`config.mk`:
```
export PLATFORM = sky130hd
export DESIGN_NAME = pool1_exec
export DESIGN_NICKNAME = d
export VERILOG_FILES = /design/src/rtl/pool1_exec.sv
export SDC_FILE = /design/constraint.sdc
export NUM_CORES = 2
export LEC_CHECK = 0
export CORE_MARGIN = 4
export CORE_UTILIZATION = 30
export CTS_CLUSTER_SIZE = 30
export DETAILED_ROUTE_END_ITERATION = 7
export PLACE_DENSITY = 0.47
export SETUP_SLACK_MARGIN = 0.1
export SYNTH_ARGS = -nofsm -noshare
export SYNTH_HDL_FRONTEND = slang
export SYNTH_SLANG_ARGS = --single-unit
```
`constraint.sdc`:
```
create_clock -name clk -period 12.12 [get_ports clk]
set_input_delay 1.212 -clock clk [delete_from_list [all_inputs] [get_ports clk]]
set_output_delay 1.212 -clock clk [all_outputs]
set_load 0.02 [all_outputs]
```
`src/rtl/pool1_exec.sv`:
```
// 2x2 stride-2 signed max pooling over six lockstep pixel streams (LeNet S2).
// Even rows fold pairs into a half-width line buffer; odd rows complete windows and write out.
module pool1_exec #(
  parameter int unsigned IN_W = 24,
  parameter int unsigned IN_H = 24,
  parameter int unsigned DW   = 16,
  parameter int unsigned AW   = 8
) (
  input  logic                 clk,
  input  logic                 rst,
  input  logic                 in_valid,
  input  logic signed [DW-1:0] f2_1_wdata,
  input  logic signed [DW-1:0] f2_2_wdata,
  input  logic signed [DW-1:0] f2_3_wdata,
  input  logic signed [DW-1:0] f2_4_wdata,
  input  logic signed [DW-1:0] f2_5_wdata,
  input  logic signed [DW-1:0] f2_6_wdata,
  output logic signed [DW-1:0] s2_1_wdata,
  output logic signed [DW-1:0] s2_2_wdata,
  output logic signed [DW-1:0] s2_3_wdata,
  output logic signed [DW-1:0] s2_4_wdata,
  output logic signed [DW-1:0] s2_5_wdata,
  output logic signed [DW-1:0] s2_6_wdata,
  output logic                 s2_wen,
  output logic [AW-1:0]        s2_waddr,
  output logic                 frame_done
);

  localparam int unsigned NCH = 6;
  localparam int unsigned HW  = IN_W / 2;
  localparam int unsigned CW  = $clog2(IN_W);
  localparam int unsigned RW  = $clog2(IN_H);

  logic [CW-1:0]        col_q;
  logic [RW-1:0]        row_q;
  logic signed [DW-1:0] px    [NCH];
  logic signed [DW-1:0] h_q   [NCH];
  logic signed [DW-1:0] lb_q  [NCH][HW];
  logic signed [DW-1:0] m     [NCH];
  logic signed [DW-1:0] pool  [NCH];
  logic signed [DW-1:0] out_q [NCH];
  logic                 col_last;
  logic                 row_last;
  logic [CW-2:0]        lb_idx;
  logic [AW-1:0]        addr;

  assign px[0] = f2_1_wdata;
  assign px[1] = f2_2_wdata;
  assign px[2] = f2_3_wdata;
  assign px[3] = f2_4_wdata;
  assign px[4] = f2_5_wdata;
  assign px[5] = f2_6_wdata;

  assign s2_1_wdata = out_q[0];
  assign s2_2_wdata = out_q[1];
  assign s2_3_wdata = out_q[2];
  assign s2_4_wdata = out_q[3];
  assign s2_5_wdata = out_q[4];
  assign s2_6_wdata = out_q[5];

  assign col_last = (col_q == CW'(IN_W - 1));
  assign row_last = (row_q == RW'(IN_H - 1));
  assign lb_idx   = col_q[CW-1:1];
  assign addr     = AW'(32'(row_q[RW-1:1]) * HW + 32'(lb_idx));

  always_comb begin
    for (int k = 0; k < NCH; k++) begin
      m[k]    = (h_q[k] > px[k]) ? h_q[k] : px[k];
      pool[k] = (lb_q[k][lb_idx] > m[k]) ? lb_q[k][lb_idx] : m[k];
    end
  end

  // Datapath storage needs no reset: every window rewrites it before it is read.
  always_ff @(posedge clk) begin
    if (!rst && in_valid) begin
      for (int k = 0; k < NCH; k++) begin
        if (!col_q[0]) begin
          h_q[k] <= px[k];
        end else if (!row_q[0]) begin
          lb_q[k][lb_idx] <= m[k];
        end
      end
    end
  end

  always_ff @(posedge clk) begin
    if (rst) begin
      col_q      <= '0;
      row_q      <= '0;
      s2_wen     <= 1'b0;
      s2_waddr   <= '0;
      frame_done <= 1'b0;
      for (int k = 0; k < NCH; k++) out_q[k] <= '0;
    end else begin
      s2_wen     <= 1'b0;
      frame_done <= 1'b0;
      if (in_valid) begin
        if (col_last) begin
          col_q <= '0;
          row_q <= row_last ? '0 : row_q + RW'(1);
        end else begin
          col_q <= col_q + CW'(1);
        end
        if (col_q[0] && row_q[0]) begin
          s2_wen     <= 1'b1;
          s2_waddr   <= addr;
          frame_done <= col_last && row_last;
          for (int k = 0; k < NCH; k++) out_q[k] <= pool[k];
        end
      end
    end
  end

endmodule

```
Word-level counts from Yosys, hierarchy flattened
Memories as Yosys holds them, arrays and structs flattened.
Index checks and enable logic that the tools add are counted.

storage, ports and cells
  output and inout port bits = 106
  flip-flop bits (word level) = 20
  latch bits = 0
  bits in writable memories = 1,344
  memories = 3
  word-level logic and storage cells = 98
  bits in read-only memories = 0

cells by class
  shifts and indexed selects = 0
  $lt $le $gt $ge = 14
  multiply operators = 1
  bitwise gates (word level) = 9
  add/subtract/negate cells = 3
  divide/modulo/power cells = 0
  reduce and logical (&&, ||, !) cells = 8
  equality and inequality tests = 2
  multiplexer cells = 53

memory list
  name   depth  width  read ports  clocked after Yosys merged registers in  wr ports  line  RTL
  lb_q   6      192    6           0                                        6         38    logic signed [DW-1:0] lb_q [NCH][HW];
  h_q    6      16     6           0                                        6         37    logic signed [DW-1:0] h_q [NCH];
  out_q  6      16     6           0                                        6         41    logic signed [DW-1:0] out_q [NCH];

operator list
  cell                   number
  $mux W16               31
  $bmux W16 S4           6
  $gt A16 B16 Y1         12
  $mux W192              1
  $demux W16 S4          1
  $mux W1                12
  $add A5 B1 Y5 const B  2
  $eq A5 B5 Y1 const B   2
  $mux W5                2
  $add A8 B4 Y8          1
  $mul A4 B2 Y6 const B  1
  $or A1 B1 Y1           6
  $ge A5 B5 Y1 const B   1
  $lt A5 B1 Y1 const B   1
  $not A4 Y5             1
  $logic_and A1 B1 Y1    4
  $reduce_and A2 Y1      2
  $reduce_or A3 Y1       1
  $not A1 Y1             2
  $logic_not A1 Y1       1

Logic depth before layout (Yosys ltp)
  depth in word-level cells = 7
  mapped depth = 20
  gate-level depth less buffers = 17

Worst setup path before layout
Ideal clock, no wire load.

  path type = input-to-reg
  start = input port in_valid
  end = memory h_q[0][0] (enable)
  buffers on the path = 1
  setup time = 0.688 ns
  arrival = 8.476 ns
  setup slack = 2.956 ns
  stages = 2
  path through = clkbuf_1 -> nor3b_1

RTL lines
  element          line  RTL
  start, declared  11    input logic in_valid,
  end, declared    37

==> impl_metrics.py <==
metrics = {
    "setup_path": {
        "endpoint_kind": "flop",
        "worstPathRequired_ps": 12720,
        "crit_path_top_delay_cell": "a31oi_2",
        "arrival_ps": 6750,
        "path_class": "input port to flop",
        "start_kind": "input port",
        "path_cells": "clkdlybuf4s50_1 > inv_1 > ha_1 > nand4_1 > or4_1 > a21oi_1 > a2111oi_1 > o21ai_4 > mux2i_1 > ha_1 > nor2b_1 > o211ai_1 > a21boi_0 > or4_1 > a31oi_2 > o21ai_0 > a21oi_1",
        "critPathMaxFanout": 32,
        "slowest_delay_ps": 1010,
    },
    "synthesis": {
        "synth_cell_types": 67,
        "synth_cells": 3204,
        "ys_async_sr_fraction": 0,
        "synth-edff-count": 1344,
        "avgSynthCellArea_um2": 18.0,
        "synth_nets": 3506,
        "synth.cell_area_um2": 57600,
        "synth_top_cell_by_area": "edfxtp_1",
        "synth-seq-cells": 1364,
        "synth_top_area_share": 0.700,
        "ys_warn_count": 0,
        "synth_area_leaders": "edfxtp_1 70%, mux4_2 11%, ha_1 4.4%, mux2i_1 2.6%, o21ai_0 1.6%",
        "ys_seq_area_frac": 0.707,
        "synthFlopType": "edfxtp_1",
    },
    "clocking": {
        "cts.sinks": 1364,
        "postCtsHoldBufs": 0,
        "cts_max_path_buffers": 3,
        "numCtsBuffers": 152,
        "cts_tree": "done",
        "cts_root_buffer": "clkbuf_16",
        "clk_pin_slew_ps": 60,
        "clock_latency_ps": 790,
        "htree_levels": 4,
        "cts_resized": 0,
        "post_cts_buffers": 0,
    },
    "sta": {
        "max_slew_margin": 0.170,
        "hold_viol": 0,
        "rsz0062_at_grt": "no",
        "whs_ps": 456,
        "fin_crit_sh": 0.507,
        "fin_skew_ps": 27.4,
        "drv_slew": 0,
        "setup_viol": 0,
        "max_freq_mhz": 163,
        "worst_pin_slew_ps": 1240,
        "final.min_clock_period_ps": 6150,
        "tns_ps": 0,
    },
    "die": {
        "die_y_um": 446,
        "rows": 160,
        "die_x_um": 446,
        "die-area_um2": 199000,
        "start_util": 0.302,
        "core_um2": 191000,
        "ioPinCount": 205,
    },
    "route": {
        "drtPass1Iterations": 5,
        "viasPerCell": 4.82,
        "drtIter0Drc": 1836,
        "wire_per_inst_um": 23.8,
        "drtAntennaViolNets": 0,
        "vias": 29500,
        "routed_wl_mm": 146,
        "drc": 0,
    },
    "power_and_ir_drop": {
        "p_per_area_nw_per_um2": 158,
        "peakVddDrop_mv": 0.138,
        "power.leakage_nw": 22.2,
    },
    "global_routing": {
        "grt_max_degree": 116,
        "grt_pass1_wl_mm": 214,
        "grt_usage": 0.146,
        "grt_overflow": 0,
        "grt_pass1_vias": 31200,
        "antenna_found_initial": 11,
    },
    "status": {
        "outcome": "complete, no violations",
    },
    "layout": {
        "nets": 3779,
        "mostFrequentLayoutCells": "1344 x edfxtp_1, 285 x mux4_2, 204 x inv_1, 204 x clkdlybuf4s50_1, 201 x ha_1",
        "layout-drive-gt1-share": 0.179,
        "nFillCells": 17900,
        "syn2layout_area_growth_pct": 17.7,
        "final_common_cell": "edfxtp_1",
    },
    "place": {
        "dp_hpwl_mm": 83.3,
        "port_buffers": 204,
        "gp_congestion": 0.736,
    },
    "min_path": {
        "min-delay-path-class": "flop to flop",
    },
    "job": {
        "maxCapViolations": 0,
    },
}
==> final timing paths <==
check | to | slack (ps) | startpoint | depth (start not counted)
worst max-delay path | out_q[0][1] | 5970 | f2_1_wdata[9] | 17
worst max register to register | out_q[4][12] | 6030 | col_q[1] | 13
worst min-delay path | s2_waddr[5] | 460 | s2_waddr[5] | 2
worst min register to register | s2_waddr[5] | 460 | s2_waddr[5] | 2
==> report_power, final <==
part / leakage [nW] / switching, W / internal (W)
sequential: 12.4 / 0.0000252 / 0.00530
clock: 2.41 / 0.00191 / 0.00269
combinational: 7.43 / 0.000488 / 0.000284
==> metal layers <==
layer | up-vias | part of all wire | GRT usage
li1 | 13400 | - | -
met1 | 15400 | 0.44 | 0.192
met2 | 494 | 0.50 | 0.248
met3 | 180 | 0.037 | 0.0238
met4 | 2 | 0.022 | 0.0432
met5 | - | 0.000089 | 0
==> cell usage after synthesis (34+ instances only) <==
library cell	n
a21o_1	39
a21oi_1	140
buf_2	36
clkbuf_1	89
edfxtp_1	1344
ha_1	201
inv_1	205
mux2i_1	147
mux4_2	285
nand2_1	141
nand4_1	34
nor2_1	52
o21ai_0	190
==> per-stage QoR <==
stage                     setup WS (ps)  area (µm²)  power (W)  std cells   util
after global routing               5360       67800     0.0111       6116  0.356
after detailed placement           5120       62900    0.00621       5834  0.330
after CTS                          5940       67800     0.0109       6112  0.356
after global placement             5280       62900    0.00621       5834  0.330
after floorplan                    2960       57600    0.00594       3204      -
final                              5970       67800     0.0107       6119  0.356
==> logic make-up (layout without fill, tap and decap cells) <==
group	after synthesis	after routing	share of synthesized area
muxes	471	471	0.145
AOI/OAI and AO/OA	485	485	0.0509
adders and majority gates	203	203	0.0443
buffers and inverters	350	747	0.0244
other	0	7	0
DFF	1364	1364	0.707
and+or+nand+nor	325	325	0.0270
xor gates and xnor gates	6	6	0.000912
==> sequential cells by signal, summed over array words and instances (netlist names) <==
signal,cells
out_q,96
h_q,96
frame_done,1
lb_q,1152
s2_waddr,8
s2_wen,1
row_q,5
col_q,5
==> critical path, delay by kind of cell <==
| kind | cells | cell delay (ps) |
|---|---|---|
| compound gates | 8 | 2610 |
| fa+ha+maj | 2 | 600 |
| buf+inv | 2 | 580 |
| mux | 1 | 410 |
| simple gates | 4 | 1330 |
==> area by class of cell <==
class                      instances  area (µm²)  area share
multi-input combinational       1490       15600       0.230
inverter                         206         781      0.0115
sequential                      1364       40800       0.601
clock buffer                     185        3970      0.0585
tap                             2511        3140      0.0463
timing repair buffer             263        2520      0.0372
clock inverter                    93         996      0.0147
antenna                            7        17.5    0.000258
Power figures use the tool's default switching activity.
